## src/rtl/marker_overlay.sv

```systemverilog
// Crosshair overlay at the video output: draws a marker centred on the per-frame
// latched centroid and delays de/hsync/vsync/pixel by one clock so they stay aligned.
//  state      | meaning
//  WAIT_FRAME | no frame start seen since reset; video passes through untouched
//  ACTIVE     | frame timing known; marker drawn when enabled and in range
module marker_overlay #(
  parameter int          IMG_W  = 64,
  parameter int          IMG_H  = 64,
  parameter int          ARM    = 4,
  parameter logic [23:0] COLOUR = 24'hFF0000
) (
  input  logic        clk,
  input  logic        rst_n,
  input  logic        en,
  input  logic [11:0] x,
  input  logic [11:0] y,
  input  logic        de,
  input  logic        hsync,
  input  logic        vsync,
  input  logic [23:0] pixel_in,
  output logic        de_out,
  output logic        hsync_out,
  output logic        vsync_out,
  output logic [23:0] pixel_out
);

  typedef enum logic {WAIT_FRAME, ACTIVE} state_t;

  localparam logic [11:0] CNT_MAX = 12'hFFF;
  localparam logic [11:0] W_MAX   = 12'(IMG_W);
  localparam logic [11:0] H_MAX   = 12'(IMG_H);
  localparam logic [12:0] ARM_LEN = 13'(ARM);

  state_t      state_q, state_d;
  logic        vsync_d, de_d;
  logic        vs_rise, de_fall;
  logic [11:0] col, row, mx, my;
  logic        mark_en;
  logic        xy_valid;
  logic signed [12:0] dc, dr;
  logic [12:0] ac, ar;
  logic        hit;

  assign vs_rise  = vsync & ~vsync_d;
  assign de_fall  = ~de & de_d;
  assign xy_valid = (x >= 12'd1) && (x <= W_MAX) && (y >= 12'd1) && (y <= H_MAX);

  always_ff @(posedge clk or negedge rst_n) begin
    if (!rst_n) state_q <= WAIT_FRAME;
    else        state_q <= state_d;
  end

  always_comb begin
    state_d = state_q;
    if (state_q == WAIT_FRAME && vs_rise) state_d = ACTIVE;
  end

  // 13-bit signed distances so arms near the image edges clip rather than wrap
  always_comb begin
    dc  = $signed({1'b0, col}) - $signed({1'b0, mx});
    dr  = $signed({1'b0, row}) - $signed({1'b0, my});
    ac  = dc[12] ? $unsigned(-dc) : $unsigned(dc);
    ar  = dr[12] ? $unsigned(-dr) : $unsigned(dr);
    hit = mark_en && (state_q == ACTIVE) && de &&
          (((col == mx) && (ar <= ARM_LEN)) || ((row == my) && (ac <= ARM_LEN)));
  end

  always_ff @(posedge clk or negedge rst_n) begin
    if (!rst_n) begin
      vsync_d   <= 1'b0;
      de_d      <= 1'b0;
      col       <= 12'd1;
      row       <= 12'd1;
      mx        <= 12'd0;
      my        <= 12'd0;
      mark_en   <= 1'b0;
      de_out    <= 1'b0;
      hsync_out <= 1'b0;
      vsync_out <= 1'b0;
      pixel_out <= 24'd0;
    end else begin
      vsync_d <= vsync;
      de_d    <= de;
      // frame start takes priority over a coincident line end
      if (vs_rise) begin
        col     <= 12'd1;
        row     <= 12'd1;
        mx      <= x;
        my      <= y;
        mark_en <= en & xy_valid;
      end else if (de_fall) begin
        col <= 12'd1;
        if (row != CNT_MAX) row <= row + 12'd1;
      end else if (de && col != CNT_MAX) begin
        col <= col + 12'd1;
      end
      de_out    <= de;
      hsync_out <= hsync;
      vsync_out <= vsync;
      pixel_out <= hit ? COLOUR : pixel_in;
    end
  end

endmodule

```

## config.mk

```make
export PLATFORM = sky130hd
export DESIGN_NAME = marker_overlay
export DESIGN_NICKNAME = d
export VERILOG_FILES = /design/src/rtl/marker_overlay.sv
export SDC_FILE = /design/constraint.sdc
export NUM_CORES = 1
export LEC_CHECK = 0
export ABC_AREA = 0
export CAP_MARGIN = 25
export CORE_MARGIN = 2
export CORE_UTILIZATION = 59
export DETAILED_ROUTE_END_ITERATION = 10
export PLACE_DENSITY = 0.87
export SYNTH_ARGS = -nofsm -noshare
export SYNTH_HDL_FRONTEND = slang
export SYNTH_SLANG_ARGS = --single-unit
```

## constraint.sdc

```tcl
create_clock -name clk -period 11 [get_ports clk]
set_input_delay 2.2 -clock clk [delete_from_list [all_inputs] [get_ports clk]]
set_output_delay 2.2 -clock clk [all_outputs]
set_load 0.01 [all_outputs]
```

== Yosys cells after proc, flatten, opt, wreduce, memory -nomap -nowiden ==
Cells that the tools add are included.

* Shift operators: 0
* Div/mod/pow operators: 0
* Reductions and logical operators: 15
* Muxes and demuxes: 9
* Bitwise gates (word level): 6
* Magnitude comparators: 6
* Eq/ne operators: 4
* $add $sub $neg: 6
* $mul: 0

{| class="wikitable"
|+ Operators by type and width
! cell !! count
|-
| 2-to-1 mux 12 bit || 6
|-
| less-or-equal comparator 13 x 3 -> 1 bit, second input constant || 2
|-
| 2-to-1 mux 13 bit || 2
|-
| negator 13 bit || 2
|-
| subtractor 12 x 12 -> 13 bit || 2
|-
| adder 12 x 1 -> 12 bit, second input constant || 2
|-
| equality test 12 bit || 2
|-
| greater-or-equal comparator 12 x 1 -> 1 bit, second input constant || 2
|-
| less-or-equal comparator 12 x 7 -> 1 bit, second input constant || 2
|-
| 2-to-1 mux 24 bit || 1
|-
| inequality test 12 bit, second input constant || 2
|-
| logical AND 1 bit || 10
|-
| nonzero test 2 bit || 2
|-
| bitwise AND 1 bit || 3
|-
| inverter 1 bit || 3
|-
| nonzero test 3 bit || 1
|-
| AND reduction 2 bit || 1
|-
| logical OR 1 bit || 1
|}

* Word-level logic and storage cells: 56
* ROM bits: 0
* Latch bits: 0
* Flip-flop bits (word level): 77
* RAM bits: 0
* Output and inout bits: 27
* Memories kept: 0

== Longest topological paths before layout ==
Gate-level depths: netlist (run 1).

* Word-level depth: 8
* Mapped depth: 13
* Gate-level depth less buffers: 12

== Worst setup path before layout (run 1) ==
Ideal clock, no wire load.

* Kind: input port to flip-flop
* Start: input vsync
* End: register row[7]
* Path slack: 7.334 ns
* Path buffers: 1
* Required time: 10.922 ns
* Data arrival time: 3.588 ns
* Stages: 7
* Cell sequence: nand2b_1 > o21ai_0 > o31a_1 > clkbuf_1 > nand4_1 > or3_1 > a21oi_1

* Longest elaborated chain between the ends: 3
* Elaborated cells between the ends (all ways): 5
* Those cells by class: 1 x mux; 1 x bitwise; 3 x reduce/logical

{| class="wikitable"
|+ Ends and longest elaborated chain
! item !! line !! RTL
|-
| from (decl) || 19 || <nowiki>input logic vsync,</nowiki>
|-
| bitwise AND 1 bit * || 44 || <nowiki>assign vs_rise = vsync & ~vsync_d;</nowiki>
|-
| nonzero test 2 bit (no source line) || -- ||
|-
| AND reduction 2 bit (no source line) || -- ||
|-
| to (signal assigned) || 93 || <nowiki>if (row != CNT_MAX) row <= row + 12'd1;</nowiki>
|-
| to (decl) || 37 || <nowiki>logic [11:0] col, row, mx, my;</nowiki>
|}

Every way passes the cells marked *; elsewhere a longest branch is shown, timed or not.
A chain may end at the register's enable or synchronous reset.

== Worst setup path in the final report (run 1) ==
* Start: input de
* End: register pixel_out[1]

* Longest elaborated chain between the ends: 3

{| class="wikitable"
|+ Ends and longest elaborated chain
! item !! line !! RTL
|-
| from (decl) || 17 || <nowiki>input logic de,</nowiki>
|-
| logical AND 1 bit (2 in a row) || 64 || <nowiki>hit = mark_en && (state_q == ACTIVE) && de &&</nowiki>
|-
| 2-to-1 mux 24 bit || 100 || <nowiki>pixel_out <= hit ? COLOUR : pixel_in;</nowiki>
|-
| to (signal assigned) || 100 ||
|-
| to (decl) || 24 || <nowiki>output logic [23:0] pixel_out</nowiki>
|}

Every way passes these cells.

==> results of run 1 <==
[path summary, 6_finish.rpt]
kind,endpoint,slack (ns),depth (start not counted)
worst max-delay path,pixel_out[1],6.69,7
worst min-delay path,state_q,0.51,1
worst max register to register,pixel_out[1],6.98,13
worst min register to register,state_q,0.51,1
max in group asynchronous,row[0],8.80,2
min in group asynchronous,pixel_out[11],1.62,1
[routing by layer]
metal / track usage [%] / vias to the layer above / wire [µm]
li1: - / 2234 / -
met3: 3.813 / 28 / 713
met4: 9.295 / 0 / 351
met5: 0 / - / 0
met1: 36.85 / 2292 / 5295
met2: 50.34 / 182 / 6977
[cell type report]
class                   count  area (µm²)
inverters                  51       191.4
flip-flops and latches     77        1929
fillers                   640        2305
clock buffers              10       127.6
clock inverters             6       93.84
multi-input cells         424        2924
repair buffers             86       887.1
well taps                 108       135.1
[worst register-to-register path, stage by stage, from the launching register on]
cell and delay (ns):
sky130_fd_sc_hd__dfstp_2 0.55, sky130_fd_sc_hd__inv_1 0.07, sky130_fd_sc_hd__ha_1 0.26, sky130_fd_sc_hd__inv_1 0.09
sky130_fd_sc_hd__fa_1 0.48, sky130_fd_sc_hd__or3b_2 0.48, sky130_fd_sc_hd__nor4_2 0.22, sky130_fd_sc_hd__o22ai_1 0.16
sky130_fd_sc_hd__or2_0 0.24, sky130_fd_sc_hd__a21boi_0 0.26, sky130_fd_sc_hd__o2111ai_1 0.21, sky130_fd_sc_hd__a2111oi_4 0.53
sky130_fd_sc_hd__buf_6 0.27, sky130_fd_sc_hd__a211oi_1 0.08
[placed cells by master (no fill, tap or decap), drive strengths merged, types with 10 or more instances in the layout]
master / instances
nor2: 41
clkdlybuf4s50: 79
clkbuf: 10
nand3: 22
a211oi: 28
a21oi: 24
o21ai: 39
ha: 26
nor3: 12
dfrtp: 75
xnor2: 15
or3: 12
nand2: 54
nand4: 11
inv: 53
xor2: 15
[sequential cells by signal, indices dropped and copies added (netlist names)]
register and flops:
pixel_out 24, col 12, mx 12, my 12
row 12, de_d 1, hsync_out 1, mark_en 1
state_q 1, vsync_d 1
[synthesized netlist by cell type (15+ instances only)]
| cell | n |
|---|---|
| sky130_fd_sc_hd__o21ai_0 | 38 |
| sky130_fd_sc_hd__a21oi_1 | 22 |
| sky130_fd_sc_hd__nand3_1 | 22 |
| sky130_fd_sc_hd__a211oi_1 | 27 |
| sky130_fd_sc_hd__dfrtp_1 | 75 |
| sky130_fd_sc_hd__xor2_1 | 15 |
| sky130_fd_sc_hd__nor2_1 | 41 |
| sky130_fd_sc_hd__xnor2_1 | 15 |
| sky130_fd_sc_hd__nand2_1 | 54 |
| sky130_fd_sc_hd__inv_1 | 51 |
| sky130_fd_sc_hd__ha_1 | 26 |
[cells by family after synthesis]
logic type | count (synthesis)
adder cells (fa/ha/maj) | 28
multiplexers | 3
XOR/XNOR | 30
AO/OA/AOI/OAI | 150
flip-flops | 77
buffers and inverters | 72
AND/OR/NAND/NOR | 213
[per-stage QoR]
stage          utilization (%)  setup WS, ns  instance area, µm²  hold WS (ns)  power [mW]
6_report                 73.18         6.687                6289        0.5085      0.9236
2_1_floorplan                -         7.334                5144        0.4355      0.5765
4_1_cts                  72.63         6.361                6241        0.5024      0.9168
5_1_grt                  73.18         6.557                6289        0.5290      0.9773
3_5_place_dp             70.05         5.991                6020        0.4642      0.6772
3_3_place_gp             69.74         6.153                5993        0.4565      0.6637
[where the power goes]
group | internal (mW) | switching [mW] | total [mW] | leakage [nW]
sequential | 0.307 | 0.0186 | 0.325 | 0.957
combinational | 0.147 | 0.209 | 0.356 | 1.68
clock | 0.130 | 0.112 | 0.242 | 0.107
==> impl_results.html, run 1 <==
<table>
<tr><th>Metric</th><th>Value</th></tr>
<tr><th colspan="2">Detailed routing</th></tr>
<tr><td>Via-per-instance ratio</td><td>6.215</td></tr>
<tr><td>Iter 0 DRT Violations</td><td>420</td></tr>
<tr><td>Aggregate routed wire length</td><td>13340 µm</td></tr>
<tr><td>ANT nets after route</td><td>0</td></tr>
<tr><td>Final routed wire length divided by cell count</td><td>17.50 µm</td></tr>
<tr><td>First-pass DRT Iterations</td><td>5</td></tr>
<tr><td>Via count</td><td>4736</td></tr>
<tr><td>Number of DRC violations after detailed routing</td><td>0</td></tr>
<tr><th colspan="2">Finish</th></tr>
<tr><td>Antenna cell count</td><td>0</td></tr>
<tr><td>Layout area overhead</td><td>22.26%</td></tr>
<tr><td>Number of non-filler instances in the completed layout</td><td>762</td></tr>
<tr><td>Fraction of final layout cells sized beyond drive strength 1</td><td>7.798%</td></tr>
<tr><td>Nets</td><td>731</td></tr>
<tr><th colspan="2">CTS</th></tr>
<tr><td># H-tree levels</td><td>3</td></tr>
<tr><td>Worst-case clock buffer depth</td><td>2</td></tr>
<tr><td>TritonCTS Buffers</td><td>9</td></tr>
<tr><td>CTS resizes</td><td>0</td></tr>
<tr><td>Hold Buf Count CTS</td><td>0</td></tr>
<tr><td>Worst-skew pair later-pin latency</td><td>0.35 ns</td></tr>
<tr><td>Clk pin slew, worst setup/hold paths</td><td>0.09 ns</td></tr>
<tr><td>Sinks on Clock Net</td><td>77</td></tr>
<tr><td>Clock tree root buffer cell</td><td>sky130_fd_sc_hd__clkbuf_8</td></tr>
<tr><td>Clock tree from TritonCTS</td><td>yes</td></tr>
<tr><td>Setup repair bufs after CTS</td><td>0</td></tr>
<tr><th colspan="2">Synth</th></tr>
<tr><td>Combinational family with the most area after synthesis</td><td>simple AND/OR/NAND/NOR gates</td></tr>
<tr><td>Xor and xnor area share after synthesis</td><td>5.108%</td></tr>
<tr><td>Compound-cell area share of the yosys netlist</td><td>21.60%</td></tr>
<tr><td>Number of enable flip-flop cells after synthesis</td><td>0</td></tr>
<tr><td>Yosys cell types</td><td>74</td></tr>
<tr><td>Top cell type by total area after synthesis</td><td>sky130_fd_sc_hd__dfrtp_1</td></tr>
<tr><td>Synthesized area per cell</td><td>8.977 µm²</td></tr>
<tr><td>Synth top area cells</td><td>sky130_fd_sc_hd__dfrtp_1 36%, sky130_fd_sc_hd__ha_1 6.3%, sky130_fd_sc_hd__a211oi_1 3.9%, sky130_fd_sc_hd__nand2_1 3.9%, sky130_fd_sc_hd__inv_1 3.7%</td></tr>
<tr><td>Share of synthesized registers carrying an async set or reset</td><td>100.0%</td></tr>
<tr><td>Area fraction of the dominant cell type after synthesis</td><td>36.49%</td></tr>
<tr><td>Dominant synthesized flop cell</td><td>sky130_fd_sc_hd__dfrtp_1</td></tr>
<tr><td>Sequential-to-total area share from yosys stat</td><td>37.51%</td></tr>
<tr><td>Synth Area in Adders</td><td>7.103%</td></tr>
<tr><td>FF+latch count, synth</td><td>77</td></tr>
<tr><td>Yosys synthesis warning count</td><td>0</td></tr>
<tr><td>Multiplexer share of the synthesized area</td><td>0.6081%</td></tr>
<tr><td>Post-synth design cell area</td><td>5144 µm²</td></tr>
<tr><td>Post-synthesis net count</td><td>655</td></tr>
<tr><td>Syn Inst Count</td><td>573</td></tr>
<tr><td>Post-synthesis share of cell area spent on and, or, nand and nor gates</td><td>22.11%</td></tr>
<tr><th colspan="2">GRT</th></tr>
<tr><td>Antenna violations before repair</td><td>0</td></tr>
<tr><td>Largest net degree at the start of global routing</td><td>78</td></tr>
<tr><td>Wire length of the first global-routing pass</td><td>22180 µm</td></tr>
<tr><td>Vias in the first global route</td><td>4601</td></tr>
<tr><td>Total congestion overflow</td><td>0</td></tr>
<tr><td>Overall routing resource usage</td><td>28.71%</td></tr>
<tr><th colspan="2">STA</th></tr>
<tr><td>Post-route clock period utilization</td><td>39.21%</td></tr>
<tr><td>Fin Setup TNS</td><td>0 ns</td></tr>
<tr><td>Setup repair after global routing missed its margin</td><td>false</td></tr>
<tr><td>Post-route minimum period</td><td>4.313 ns</td></tr>
<tr><td>Final hold vios</td><td>0</td></tr>
<tr><td>Pins Over Slew Limit</td><td>0</td></tr>
<tr><td>Transition time at the pin with the least slew margin</td><td>0.5674 ns</td></tr>
<tr><td>Slew headroom</td><td>62.05%</td></tr>
<tr><td>Final setup vio count</td><td>0</td></tr>
<tr><td>Upper clock frequency limit</td><td>231.9 MHz</td></tr>
<tr><td>Final clock skew</td><td>0.01369 ns</td></tr>
<tr><th colspan="2">Run status</th></tr>
<tr><td>Status</td><td>finished, final reports clean</td></tr>
<tr><th colspan="2">Placed design</th></tr>
<tr><td>Hpwl dp</td><td>9897 µm</td></tr>
<tr><td>Post-Place Cells</td><td>744</td></tr>
<tr><td>Quantity of I/O buffers inserted on ports</td><td>80</td></tr>
<tr><td>Placer's final routability congestion estimate</td><td>0.8497</td></tr>
<tr><th colspan="2">Die</th></tr>
<tr><td>Horizontal die dimension</td><td>97.37 µm</td></tr>
<tr><td>Starting Density</td><td>59.86%</td></tr>
<tr><td>Core Box Area</td><td>8593 µm²</td></tr>
<tr><td>Die area</td><td>9481 µm²</td></tr>
<tr><td>Die Y</td><td>97.37 µm</td></tr>
<tr><td>Number of top-level pins</td><td>81</td></tr>
<tr><td>Num rows</td><td>34</td></tr>
<tr><th colspan="2">Setup path</th></tr>
<tr><td>Crit-path cells</td><td>clkdlybuf4s50_1 &gt; nand3_1 &gt; nor4_1 &gt; o2111ai_1 &gt; a2111oi_4 &gt; buf_6 &gt; a211oi_1</td></tr>
<tr><td>Worst flop-to-flop path startpoint</td><td>col[0]</td></tr>
<tr><td>Data required, critical path</td><td>11.23 ns</td></tr>
<tr><td>Critical Path Source Type</td><td>input pin</td></tr>
<tr><td>Slowest-stage cell, CP</td><td>sky130_fd_sc_hd__clkdlybuf4s50_1</td></tr>
<tr><td>Buffer and inverter count on the worst path</td><td>2</td></tr>
<tr><td>Kind of capture point of the worst setup path</td><td>register</td></tr>
<tr><td>Family with the most delay on the worst path</td><td>buffers and inverters</td></tr>
<tr><td>Type of the setup path with the least slack</td><td>input pin to register</td></tr>
<tr><td>Endpoint arrival time on the critical path</td><td>4.54 ns</td></tr>
<tr><td>Peak fanout along the critical path</td><td>19</td></tr>
<tr><td>Max incr delay on CP</td><td>0.59 ns</td></tr>
<tr><td>Crit path launch</td><td>de</td></tr>
<tr><th colspan="2">Power and ir drop</th></tr>
<tr><td>Power density over the cells</td><td>146.9 nW/µm²</td></tr>
<tr><td>Static leakage power</td><td>2.743 nW</td></tr>
<tr><td>Maximum VDD drop</td><td>0.1043 mV</td></tr>
<tr><th colspan="2">Job</th></tr>
<tr><td># Max-Cap Violations</td><td>0</td></tr>
<tr><th colspan="2">Hold path</th></tr>
<tr><td>Class of the tightest hold or removal check</td><td>register to register</td></tr>
<tr><td>Worst hold path startpoint</td><td>state_q</td></tr>
</table>
Power figures use the tool's default switching activity.
==> inputs of run 2 (changes only) <==
--- a/config.mk
+++ b/config.mk
@@ -8,9 +8,9 @@
 export ABC_AREA = 0
 export CAP_MARGIN = 25
 export CORE_MARGIN = 2
-export CORE_UTILIZATION = 59
+export CORE_UTILIZATION = 55
 export DETAILED_ROUTE_END_ITERATION = 10
-export PLACE_DENSITY = 0.87
+export PLACE_DENSITY = 0.81
 export SYNTH_ARGS = -nofsm -noshare
 export SYNTH_HDL_FRONTEND = slang
 export SYNTH_SLANG_ARGS = --single-unit
==> constraint.sdc (replaced) <==
create_clock -name clk -period 4.1 [get_ports clk]
set_input_delay 0.82 -clock clk [delete_from_list [all_inputs] [get_ports clk]]
set_output_delay 0.82 -clock clk [all_outputs]
set_load 0.01 [all_outputs]
==> impl_results.html, run 2 (synthesis gave the netlist of run 1 again) <==
<table>
<tr><th>Metric</th><th>Value</th></tr>
<tr><th colspan="2">Power and ir drop</th></tr>
<tr><td>Combinational cell fraction of total power</td><td>40.0% (was 38.6%)</td></tr>
<tr><td>Total design power</td><td>2.399 mW (was 0.9236 mW)</td></tr>
<tr><td>Clock network fraction of design power</td><td>23.8% (was 26.2%)</td></tr>
<tr><td>Net Sw Frac</td><td>36.28% (was 36.76%)</td></tr>
<tr><td>Maximum VDD drop</td><td>0.2968 mV (was 0.1043 mV)</td></tr>
<tr><td>Power spent charging and discharging nets</td><td>0.8704 mW (was 0.3395 mW)</td></tr>
<tr><td>Static leakage power</td><td>2.734 nW (was 2.743 nW)</td></tr>
<tr><td>Share of total power in sequential cells</td><td>36.1% (was 35.2%)</td></tr>
<tr><td>Internal power contribution</td><td>1.529 mW (was 0.5841 mW)</td></tr>
<tr><td>Power density over the cells</td><td>382.2 nW/µm² (was 146.9 nW/µm²)</td></tr>
<tr><th colspan="2">Setup path</th></tr>
<tr><td>Data required, critical path</td><td>4.31 ns (was 11.23 ns)</td></tr>
<tr><td>Type of the setup path with the least slack</td><td>register to register (was input pin to register)</td></tr>
<tr><td>Endpoint arrival time on the critical path</td><td>3.94 ns (was 4.54 ns)</td></tr>
<tr><td>Kind of capture point of the worst setup path</td><td>register (unchanged)</td></tr>
<tr><td>Critical Path Source Type</td><td>register (was input pin)</td></tr>
<tr><td>Peak fanout along the critical path</td><td>24 (was 19)</td></tr>
<tr><th colspan="2">STA</th></tr>
<tr><td>Slew headroom</td><td>51.94% (was 62.05%)</td></tr>
<tr><td>Transition time at the pin with the least slew margin</td><td>0.7185 ns (was 0.5674 ns)</td></tr>
<tr><td>Final hold vios</td><td>0 (unchanged)</td></tr>
<tr><td>Setup repair after global routing missed its margin</td><td>false (unchanged)</td></tr>
<tr><td>Final clock skew</td><td>0.007235 ns (was 0.01369 ns)</td></tr>
<tr><td>Final worst slack</td><td>0.3612 ns (was 6.687 ns)</td></tr>
<tr><td>Upper clock frequency limit</td><td>267.5 MHz</td></tr>
<tr><td>Post-route clock period utilization</td><td>91.19%</td></tr>
<tr><td>Worst hold margin</td><td>0.2590 ns (was 0.5085 ns)</td></tr>
<tr><td>Fin Setup TNS</td><td>0 ns (unchanged)</td></tr>
<tr><td>Pins Over Slew Limit</td><td>0 (unchanged)</td></tr>
<tr><td>Final setup vio count</td><td>0 (unchanged)</td></tr>
<tr><td>Post-route minimum period</td><td>3.739 ns</td></tr>
<tr><th colspan="2">Detailed routing</th></tr>
<tr><td>Via-per-instance ratio</td><td>5.961 (was 6.215)</td></tr>
<tr><td>Aggregate routed wire length</td><td>12660 µm (was 13340 µm)</td></tr>
<tr><td>First-pass DRT Iterations</td><td>4 (was 5)</td></tr>
<tr><td>Final routed wire length divided by cell count</td><td>16.58 µm (was 17.50 µm)</td></tr>
<tr><td>ANT nets after route</td><td>0 (unchanged)</td></tr>
<tr><td>Via count</td><td>4554 (was 4736)</td></tr>
<tr><td>Number of DRC violations after detailed routing</td><td>0 (unchanged)</td></tr>
<tr><td>Iter 0 DRT Violations</td><td>203 (was 420)</td></tr>
<tr><th colspan="2">Finish</th></tr>
<tr><td>Most frequent standard cell in the layout excluding fill and tap cells</td><td>sky130_fd_sc_hd__clkdlybuf4s50_1 (unchanged)</td></tr>
<tr><td>Fraction of final layout cells sized beyond drive strength 1</td><td>8.116% (was 7.798%)</td></tr>
<tr><td>Finished layout cell area</td><td>6277 µm² (was 6289 µm²)</td></tr>
<tr><td>Layout Utilization</td><td>68.59% (was 73.18%)</td></tr>
<tr><td>Antenna cell count</td><td>0 (unchanged)</td></tr>
<tr><td>Number of flip-flops in the largest register</td><td>24 (unchanged)</td></tr>
<tr><td>Leading cell types in the layout, fill and taps excluded</td><td>79 x sky130_fd_sc_hd__clkdlybuf4s50_1, 75 x sky130_fd_sc_hd__dfrtp_1, 54 x sky130_fd_sc_hd__nand2_1, 51 x sky130_fd_sc_hd__inv_1, 41 x sky130_fd_sc_hd__nor2_1 (unchanged)</td></tr>
<tr><td>Count of fill cells added during filler insertion</td><td>726 (was 640)</td></tr>
<tr><td>Number of non-filler instances in the completed layout</td><td>764 (was 762)</td></tr>
<tr><td>Layout area overhead</td><td>22.04% (was 22.26%)</td></tr>
<tr><td>Largest Register</td><td>pixel_out (unchanged)</td></tr>
<tr><td>Nets</td><td>731 (unchanged)</td></tr>
<tr><th colspan="2">Die</th></tr>
<tr><td>Num rows</td><td>35 (was 34)</td></tr>
<tr><td>Number of top-level pins</td><td>81 (unchanged)</td></tr>
<tr><td>Starting Density</td><td>56.20% (was 59.86%)</td></tr>
<tr><td>Horizontal die dimension</td><td>100.7 µm (was 97.37 µm)</td></tr>
<tr><td>Die area</td><td>10140 µm² (was 9481 µm²)</td></tr>
<tr><td>Core Box Area</td><td>9153 µm² (was 8593 µm²)</td></tr>
<tr><td>Die Y</td><td>100.7 µm (was 97.37 µm)</td></tr>
<tr><th colspan="2">CTS</th></tr>
<tr><td>Worst-skew pair later-pin latency</td><td>0.34 ns (was 0.35 ns)</td></tr>
<tr><td>Clock tree from TritonCTS</td><td>yes (unchanged)</td></tr>
<tr><td>TritonCTS Buffers</td><td>9 (unchanged)</td></tr>
<tr><td>Worst-case clock buffer depth</td><td>2 (unchanged)</td></tr>
<tr><td>Sinks on Clock Net</td><td>77 (unchanged)</td></tr>
<tr><td>Clk pin slew, worst setup/hold paths</td><td>0.07 ns (was 0.09 ns)</td></tr>
<tr><td>Hold Buf Count CTS</td><td>0 (unchanged)</td></tr>
<tr><td># H-tree levels</td><td>3 (unchanged)</td></tr>
<tr><td>Clock tree root buffer cell</td><td>sky130_fd_sc_hd__clkbuf_8 (unchanged)</td></tr>
<tr><th colspan="2">Placed design</th></tr>
<tr><td>Quantity of I/O buffers inserted on ports</td><td>80 (unchanged)</td></tr>
<tr><td>Pre-CTS WS</td><td>0.2897 ns (was 5.991 ns)</td></tr>
<tr><td>Total placed instance area</td><td>6023 µm² (was 6020 µm²)</td></tr>
<tr><td>Hpwl dp</td><td>9611 µm (was 9897 µm)</td></tr>
<tr><td>Post-Place Cells</td><td>748 (was 744)</td></tr>
<tr><td>Placer's final routability congestion estimate</td><td>0.8975 (was 0.8497)</td></tr>
<tr><th colspan="2">Job</th></tr>
<tr><td># Max-Cap Violations</td><td>0 (unchanged)</td></tr>
<tr><th colspan="2">GRT</th></tr>
<tr><td>Overall routing resource usage</td><td>26.51% (was 28.71%)</td></tr>
<tr><td>Largest net degree at the start of global routing</td><td>78 (unchanged)</td></tr>
<tr><td>Antenna violations before repair</td><td>0 (unchanged)</td></tr>
<tr><td>Wire length of the first global-routing pass</td><td>21390 µm (was 22180 µm)</td></tr>
<tr><td>Vias in the first global route</td><td>4591 (was 4601)</td></tr>
<tr><td>Total congestion overflow</td><td>0 (unchanged)</td></tr>
<tr><th colspan="2">Run status</th></tr>
<tr><td>Status</td><td>finished, final reports clean (unchanged)</td></tr>
<tr><th colspan="2">Hold path</th></tr>
<tr><td>Class of the tightest hold or removal check</td><td>input pin to async pin (was register to register)</td></tr>
</table>
## run 2: power by group through the flow
stage / sequential (mW) / combinational (mW) / clock, mW
after floorplan: 0.878 / 0.668 / 0
after global placement: 0.878 / 0.895 / 0
after global routing: 0.877 / 1.06 / 0.613
after CTS: 0.867 / 0.934 / 0.584
final: 0.867 / 0.960 / 0.572
after detailed placement: 0.881 / 0.929 / 0
## run 2: area by class of cell
class / count / area, µm² / share of cell area (%)
Clock buffer: 11 / 151.4 / 2.412
Timing Repair Buffer: 86 / 870.8 / 13.87
Clock inverter: 4 / 47.55 / 0.7574
Inverter: 51 / 191.4 / 3.050
Multi-Input combinational cell: 424 / 2948 / 46.96
Sequential cell: 77 / 1929 / 30.74
Tap cell: 111 / 138.9 / 2.212
## run 2: critical path, stage by stage (launching register included)
cell and delay [ns]:
sky130_fd_sc_hd__dfstp_2 0.54, sky130_fd_sc_hd__inv_1 0.06, sky130_fd_sc_hd__ha_1 0.26, sky130_fd_sc_hd__inv_1 0.09, sky130_fd_sc_hd__fa_1 0.48, sky130_fd_sc_hd__or3b_2 0.48, sky130_fd_sc_hd__nor4_2 0.18, sky130_fd_sc_hd__o22ai_1 0.17
sky130_fd_sc_hd__or2_0 0.24, sky130_fd_sc_hd__a21boi_0 0.16, sky130_fd_sc_hd__o2111ai_1 0.23, sky130_fd_sc_hd__a2111oi_4 0.38, sky130_fd_sc_hd__buf_6 0.25, sky130_fd_sc_hd__a211oi_1 0.06
## run 2: metal layers
metal | vias to the layer above | global-route usage [%] | wire length [µm]
met3 | 23 | 3.953 | 387
met2 | 95 | 46.46 | 6662
met4 | 0 | 9.484 | 282
met1 | 2204 | 33.23 | 5332
met5 | - | 0 | 0
li1 | 2232 | - | -
## run 2: final timing paths
| check | start | end | slack [ns] | depth (start not counted) |
|---|---|---|---|---|
| max in group asynchronous | rst_n | col[0] | 3.26 | 2 |
| min in group clk | mark_en | mark_en | 0.47 | 2 |
| max | col[0] | pixel_out[3] | 0.36 | 13 |
| min reg2reg | mark_en | mark_en | 0.47 | 2 |
| min | rst_n | pixel_out[10] | 0.26 | 1 |
| max reg2reg | col[0] | pixel_out[3] | 0.36 | 13 |
## run 2: timing repair
| item | in CTS | in global routing |
|---|---|---|
| resized for setup | 0 | 4 |
| setup buffers | 0 | 0 |
| endpoints found under the setup margin | 0 | 24 |
==> inputs of run 3 (changes only) <==
--- a/config.mk
+++ b/config.mk
@@ -8,9 +8,10 @@
 export ABC_AREA = 0
 export CAP_MARGIN = 25
 export CORE_MARGIN = 2
-export CORE_UTILIZATION = 55
+export CORE_UTILIZATION = 49
 export DETAILED_ROUTE_END_ITERATION = 10
-export PLACE_DENSITY = 0.81
+export PLACE_DENSITY = 0.77
+export SLEW_MARGIN = 30
 export SYNTH_ARGS = -nofsm -noshare
 export SYNTH_HDL_FRONTEND = slang
 export SYNTH_SLANG_ARGS = --single-unit
==> constraint.sdc (replaced) <==
create_clock -name clk -period 3.4 [get_ports clk]
set_input_delay 0.68 -clock clk [delete_from_list [all_inputs] [get_ports clk]]
set_output_delay 0.68 -clock clk [all_outputs]
set_load 0.01 [all_outputs]
==> impl_results.html, run 3 (synthesis gave the netlist of run 1 again) <==
<table>
<tr><th>Metric</th><th>Value</th></tr>
<tr><th colspan="2">Run status</th></tr>
<tr><td>Status</td><td>finished, final reports clean (unchanged)</td></tr>
<tr><th colspan="2">Finish</th></tr>
<tr><td>Number of non-filler instances in the completed layout</td><td>811 (was 764)</td></tr>
<tr><td>Most frequent standard cell in the layout excluding fill and tap cells</td><td>sky130_fd_sc_hd__clkdlybuf4s50_1 (unchanged)</td></tr>
<tr><td>Finished layout cell area</td><td>6793 µm² (was 6277 µm²)</td></tr>
<tr><td>Antenna cell count</td><td>0 (unchanged)</td></tr>
<tr><td>Count of fill cells added during filler insertion</td><td>823 (was 726)</td></tr>
<tr><td>Area used by sequential logic in the layout</td><td>1929 µm² (unchanged)</td></tr>
<tr><td>Multi-input logic area</td><td>3149 µm² (was 2948 µm²)</td></tr>
<tr><td>Leading cell types in the layout, fill and taps excluded</td><td>79 x sky130_fd_sc_hd__clkdlybuf4s50_1, 75 x sky130_fd_sc_hd__dfrtp_1, 54 x sky130_fd_sc_hd__nand2_1, 48 x sky130_fd_sc_hd__inv_1, 41 x sky130_fd_sc_hd__nor2_1 (was 79 x sky130_fd_sc_hd__clkdlybuf4s50_1, 75 x sky130_fd_sc_hd__dfrtp_1, 54 x sky130_fd_sc_hd__nand2_1, 51 x sky130_fd_sc_hd__inv_1, 41 x sky130_fd_sc_hd__nor2_1)</td></tr>
<tr><td>Number of flip-flops in the largest register</td><td>24 (unchanged)</td></tr>
<tr><td>Largest Register</td><td>pixel_out (unchanged)</td></tr>
<tr><td>Nets</td><td>753 (was 731)</td></tr>
<tr><td>Fraction of final layout cells sized beyond drive strength 1</td><td>16.15% (was 8.116%)</td></tr>
<tr><td>Layout area overhead</td><td>32.06% (was 22.04%)</td></tr>
<tr><td>Layout Utilization</td><td>66.09% (was 68.59%)</td></tr>
<tr><th colspan="2">Setup path</th></tr>
<tr><td>Crit-path cells</td><td>inv_2 &gt; ha_2 &gt; inv_1 &gt; fa_2 &gt; nand3_4 &gt; a21oi_2 &gt; or3_4 &gt; a211o_4 &gt; a211oi_1 &gt; o21ai_0 &gt; nor4b_4 &gt; clkbuf_16 &gt; a211o_1 (was inv_1 &gt; ha_1 &gt; inv_1 &gt; fa_1 &gt; or3b_2 &gt; nor4_2 &gt; o22ai_1 &gt; or2_0 &gt; a21boi_0 &gt; o2111ai_1 &gt; a2111oi_4 &gt; buf_6 &gt; a211oi_1)</td></tr>
<tr><td>Kind of capture point of the worst setup path</td><td>register (unchanged)</td></tr>
<tr><td>Peak fanout along the critical path</td><td>12 (was 24)</td></tr>
<tr><td>Type of the setup path with the least slack</td><td>register to register (unchanged)</td></tr>
<tr><td>Family with the most delay on the worst path</td><td>simple AND/OR/NAND/NOR gates (was compound AO/OA/AOI/OAI gates)</td></tr>
<tr><td>Max incr delay on CP</td><td>0.47 ns (was 0.54 ns)</td></tr>
<tr><td>Slowest-stage cell, CP</td><td>sky130_fd_sc_hd__nor4b_4 (was sky130_fd_sc_hd__dfstp_2)</td></tr>
<tr><td>Endpoint arrival time on the critical path</td><td>3.61 ns (was 3.94 ns)</td></tr>
<tr><td>Buffer and inverter count on the worst path</td><td>3 (unchanged)</td></tr>
<tr><td>Data required, critical path</td><td>3.69 ns (was 4.31 ns)</td></tr>
<tr><td>Critical Path Source Type</td><td>register (unchanged)</td></tr>
<tr><th colspan="2">Die</th></tr>
<tr><td>Num rows</td><td>37 (was 35)</td></tr>
<tr><td>Number of top-level pins</td><td>81 (unchanged)</td></tr>
<tr><td>Horizontal die dimension</td><td>106.5 µm (was 100.7 µm)</td></tr>
<tr><td>Core Box Area</td><td>10280 µm² (was 9153 µm²)</td></tr>
<tr><td>Die area</td><td>11330 µm² (was 10140 µm²)</td></tr>
<tr><td>Starting Density</td><td>50.05% (was 56.20%)</td></tr>
<tr><td>Die Y</td><td>106.5 µm (was 100.7 µm)</td></tr>
<tr><th colspan="2">Power and ir drop</th></tr>
<tr><td>Total design power</td><td>3.209 mW (was 2.399 mW)</td></tr>
<tr><td>Static leakage power</td><td>2.914 nW (was 2.734 nW)</td></tr>
<tr><td>Power density over the cells</td><td>472.4 nW/µm² (was 382.2 nW/µm²)</td></tr>
<tr><td>Maximum VDD drop</td><td>0.3034 mV (was 0.2968 mV)</td></tr>
<tr><th colspan="2">Detailed routing</th></tr>
<tr><td>Final routed wire length divided by cell count</td><td>17.31 µm (was 16.58 µm)</td></tr>
<tr><td>Iter 0 DRT Violations</td><td>248 (was 203)</td></tr>
<tr><td>ANT nets after route</td><td>0 (unchanged)</td></tr>
<tr><td>Via-per-instance ratio</td><td>5.805 (was 5.961)</td></tr>
<tr><td>Aggregate routed wire length</td><td>14040 µm (was 12660 µm)</td></tr>
<tr><td>Number of DRC violations after detailed routing</td><td>0 (unchanged)</td></tr>
<tr><td>First-pass DRT Iterations</td><td>4 (unchanged)</td></tr>
<tr><td>Via count</td><td>4708 (was 4554)</td></tr>
<tr><th colspan="2">Placed design</th></tr>
<tr><td>Hpwl dp</td><td>9967 µm (was 9611 µm)</td></tr>
<tr><td>Placer's final routability congestion estimate</td><td>0.8264 (was 0.8975)</td></tr>
<tr><td>Pre-CTS WS</td><td>-0.04737 ns (was 0.2897 ns)</td></tr>
<tr><td>Total placed instance area</td><td>6163 µm² (was 6023 µm²)</td></tr>
<tr><td>Post-Place Cells</td><td>783 (was 748)</td></tr>
<tr><td>Quantity of I/O buffers inserted on ports</td><td>80 (unchanged)</td></tr>
<tr><th colspan="2">STA</th></tr>
<tr><td>Post-route minimum period</td><td>3.320 ns (was 3.739 ns)</td></tr>
<tr><td>Upper clock frequency limit</td><td>301.2 MHz (was 267.5 MHz)</td></tr>
<tr><td>Final worst slack</td><td>0.08009 ns (was 0.3612 ns)</td></tr>
<tr><td>Transition time at the pin with the least slew margin</td><td>0.7039 ns (was 0.7185 ns)</td></tr>
<tr><td>Slew headroom</td><td>52.48% (was 51.94%)</td></tr>
<tr><td>Setup repair after global routing missed its margin</td><td>true (was false)</td></tr>
<tr><td>Pins Over Slew Limit</td><td>0 (unchanged)</td></tr>
<tr><td>Final setup vio count</td><td>0 (unchanged)</td></tr>
<tr><td>Post-route clock period utilization</td><td>97.64% (was 91.19%)</td></tr>
<tr><td>Final clock skew</td><td>0.01599 ns (was 0.007235 ns)</td></tr>
<tr><td>Fin Setup TNS</td><td>0 ns (unchanged)</td></tr>
<tr><td>Worst hold margin</td><td>0.3299 ns (was 0.2590 ns)</td></tr>
<tr><td>Final hold vios</td><td>0 (unchanged)</td></tr>
<tr><th colspan="2">GRT</th></tr>
<tr><td>Total congestion overflow</td><td>0 (unchanged)</td></tr>
<tr><td>Antenna violations before repair</td><td>0 (unchanged)</td></tr>
<tr><td>Vias in the first global route</td><td>4675 (was 4591)</td></tr>
<tr><td>Wire length of the first global-routing pass</td><td>22510 µm (was 21390 µm)</td></tr>
<tr><td>Largest net degree at the start of global routing</td><td>78 (unchanged)</td></tr>
<tr><td>Overall routing resource usage</td><td>24.86% (was 26.51%)</td></tr>
<tr><th colspan="2">CTS</th></tr>
<tr><td>Clock tree from TritonCTS</td><td>yes (unchanged)</td></tr>
<tr><td>Worst-skew pair later-pin latency</td><td>0.35 ns (was 0.34 ns)</td></tr>
<tr><td>Clk pin slew, worst setup/hold paths</td><td>0.09 ns (was 0.07 ns)</td></tr>
<tr><td>TritonCTS Buffers</td><td>9 (unchanged)</td></tr>
<tr><td>Sinks on Clock Net</td><td>77 (unchanged)</td></tr>
<tr><td>Worst-case clock buffer depth</td><td>2 (unchanged)</td></tr>
<tr><td>Hold Buf Count CTS</td><td>0 (unchanged)</td></tr>
<tr><td># H-tree levels</td><td>3 (unchanged)</td></tr>
<tr><td>Clock tree root buffer cell</td><td>sky130_fd_sc_hd__clkbuf_8 (unchanged)</td></tr>
<tr><th colspan="2">Job</th></tr>
<tr><td># Max-Cap Violations</td><td>0 (unchanged)</td></tr>
<tr><th colspan="2">Hold path</th></tr>
<tr><td>Class of the tightest hold or removal check</td><td>input pin to async pin (unchanged)</td></tr>
</table>
[run 3: cell types whose count changed in the layout (fill, tap and decap cells not counted), moves of 4 or more]
cell,before,now
sky130_fd_sc_hd__a211oi_1,26,21
sky130_fd_sc_hd__a211oi_2,1,6
sky130_fd_sc_hd__buf_4,4,19
sky130_fd_sc_hd__ha_1,26,21
sky130_fd_sc_hd__ha_2,0,4
[run 3: final timing paths]
| kind | cells after the start | startpoint | slack (ns) | endpoint |
|---|---|---|---|---|
| max in group asynchronous | 1 | rst_n | 2.57 | col[9] |
| min reg2reg | 2 | mark_en | 0.49 | mark_en |
| max | 13 | row[0] | 0.08 | pixel_out[16] |
| max reg2reg | 13 | row[0] | 0.08 | pixel_out[16] |
| min | 1 | rst_n | 0.33 | pixel_out[22] |
| min in group clk | 2 | mark_en | 0.49 | mark_en |
[run 3: report_power, final]
group          switching, mW  internal (mW)
registers             0.0563          0.992
clock network          0.341          0.485
logic                  0.764          0.571
total                   1.16           2.05
[run 3: worst reg2reg max path, stage by stage, from the launching register on]
cell and delay (ns):
sky130_fd_sc_hd__dfstp_2 0.39, sky130_fd_sc_hd__inv_2 0.05, sky130_fd_sc_hd__ha_2 0.17, sky130_fd_sc_hd__inv_1 0.06
sky130_fd_sc_hd__fa_2 0.40, sky130_fd_sc_hd__nand3_4 0.12, sky130_fd_sc_hd__a21oi_2 0.07, sky130_fd_sc_hd__or3_4 0.40
sky130_fd_sc_hd__a211o_4 0.36, sky130_fd_sc_hd__a211oi_1 0.18, sky130_fd_sc_hd__o21ai_0 0.19, sky130_fd_sc_hd__nor4b_4 0.47
sky130_fd_sc_hd__clkbuf_16 0.26, sky130_fd_sc_hd__a211o_1 0.15
[run 3: layout make-up]
cell class | count | area share [%]
multi-input combinational | 424 | 46.36
clock buffer | 9 | 1.824
inverter | 51 | 2.818
timing repair buffer | 108 | 16.43
clock inverter | 6 | 1.658
tap | 136 | 2.505
sequential | 77 | 28.40
[run 3: what timing repair did]
item | CTS | global route
buffers inserted | 7 | 5
endpoints found under the setup margin | 24 | 24
cloned | 1 | 2
pin swaps | 3 | 8
gates resized for setup | 21 | 30
[run 3: metal layers]
layer / up-vias / wire [µm] / part of all wire [%] / GRT usage [%]
met5: - / 0 / 0 / 0
met4: 0 / 329 / 2.3 / 8.905
met3: 23 / 500 / 3.6 / 3.863
met2: 91 / 7240 / 52 / 43.68
met1: 2313 / 5972 / 43 / 30.97
li1: 2281 / - / - / -
==> RTL edit, RTL diff (flow settings as in run 2) <==
Put one more register stage on the output `hsync_out`, with the module's reset. The value now appears one clock later. The other outputs are not delayed to match.
--- a/src/rtl/marker_overlay.sv
+++ b/src/rtl/marker_overlay.sv
@@ -30,6 +30,8 @@
   localparam logic [11:0] W_MAX   = 12'(IMG_W);
   localparam logic [11:0] H_MAX   = 12'(IMG_H);
   localparam logic [12:0] ARM_LEN = 13'(ARM);
+
+  logic hsync_s0;
 
   state_t      state_q, state_d;
   logic        vsync_d, de_d;
@@ -75,7 +77,7 @@
       my        <= 12'd0;
       mark_en   <= 1'b0;
       de_out    <= 1'b0;
-      hsync_out <= 1'b0;
+      hsync_s0 <= 1'b0;
       vsync_out <= 1'b0;
       pixel_out <= 24'd0;
     end else begin
@@ -95,11 +97,19 @@
         col <= col + 12'd1;
       end
       de_out    <= de;
-      hsync_out <= hsync;
+      hsync_s0 <= hsync;
       vsync_out <= vsync;
       pixel_out <= hit ? COLOUR : pixel_in;
     end
   end
 
+  always_ff @(posedge clk or negedge rst_n) begin
+    if (!rst_n) begin
+      hsync_out <= '0;
+    end else begin
+      hsync_out <= hsync_s0;
+    end
+  end
+
 endmodule
 
Behaviour: not the same (a bounded check fails within 4 cycles, from zero or initial values and one cycle with rst_n low).
==> RTL edit against run 2 <==
Worst hold slack better by 0.0033 ns. Cell area is 2.3% lower. Utilization is 1.1 points higher. Via count stayed put. Wire length is 0.99% higher. Sequential cell count is 1 higher. Power is 4.3% lower. Worst setup slack better by 0.042 ns. Area after synthesis is 2.0% lower. Largest cell class unchanged.
==> RTL edit: results (changes against run 2) <==
largest net degree at the start of global routing: 79 (+1.3%)
post-route cell area: 6140 sq um (-2.3%)
post-route insts no fill: 761 (-0.39%)
Seq/Total Area, Yosys: 0.388 (+0.0128)
status: completed
min cycle time layout: 3.70 ns (-0.0418 ns)
clock net sink count: 78 (+1.3%)
EDFF count, synth: 0 (unchanged)
signal buffers share of area: 0.144 (+0.00564)
internal power: 1430 uW (-6.2%)
crit path capture: pixel_out[6]$_DFF_PN0_
mux contribution to synthesized area: 0.00596 (-0.000121)
distinct cell type count after synthesis: 64 (-14%)
multi-input gate count: 416 (-1.9%)
GRT Resource Usage Total: 0.263 (-0.00226)
Net Sw Frac: 0.376 (+0.0132)
Synth Area in XOR/XNOR: 0.0556 (+0.00454)
clk_lat worst skew: 0.36 ns (+0.02 ns)
Flop+latch power: 871 uW (+0.5%)
Non-clock buffers: 89 (+3.5%)
Peak VDD IR: 0.222 mV (-25%)
Area after DPL: 5920 sq um (-1.7%)
Data arrival, critical path: 3.92 ns (-0.02 ns)
top post-synthesis cells by area: dfrtp_1 38%, ha_1 6.5%, nand2_1 4.5%
layout overhead on the synthesized area: 21.8%
Seq/total area: 0.319 (+0.0112)
Post-Synth Adder-Cell Area: 0.0725 (+0.00148)
WL/cell: 16.8 um (+1.4%)
Inverters: 54 (+5.9%)
drt first-iter violations: 281 (+38%)
ClkCell Share: 0.0294 (-0.00233)
vias in the first global route: 4419 (-3.7%)
Synth Net Count: 654 (-0.15%)
placer congestion estimate: 0.902 (+0.51%)
Inst Count DP: 744 (-0.53%)
Final HPWL DP: 9.45 mm (-1.7%)
clock-pin slew on the worst setup and hold paths: 0.09 ns (+0.02 ns)
CP peak stage delay: 0.50 ns (-0.04 ns)
wire length of the first global-routing pass: 20.8 mm (-2.9%)
Slowest cell on crit path: a2111oi_0
dpl ws: 0.325 ns (+0.0352 ns)
compound-gate portion of the synthesized area: 0.215 (-0.000709)
Nets: 730 (-0.14%)
layout cells sized above 1: 0.0842 (+0.00306)
-- RTL edit: cell count changes after synthesis, moves of 4 or more --
cell and delta:
buf_2 -4, clkbuf_1 +8, o311ai_0 -4, nand2_1 +6, o211ai_1 +8, a211oi_1 -7, or3_1 -5, or2_2 +4
a211o_2 +5, nor2_1 -6, a41oi_1 -4, a21oi_1 +6, nand3_1 -4
-- RTL edit: worst max-delay path, delay by kind of cell, from the launching register on --
kind / cells / cell delay (ns)
simple gates: 1 / 0.14
flops: 1 / 0.39
compound gates: 7 / 2.01
fa+ha+maj: 2 / 0.61
buf+inv: 3 / 0.42
-- RTL edit: metal layers --
| layer | track usage | part of all wire | up-vias |
|---|---|---|---|
| met4 | 0.0832 | 0.018 | 0 |
| li1 | - | - | 2211 |
| met2 | 0.415 | 0.47 | 149 |
| met5 | 0 | 0 | - |
| met3 | 0.0787 | 0.076 | 25 |
| met1 | 0.350 | 0.44 | 2169 |
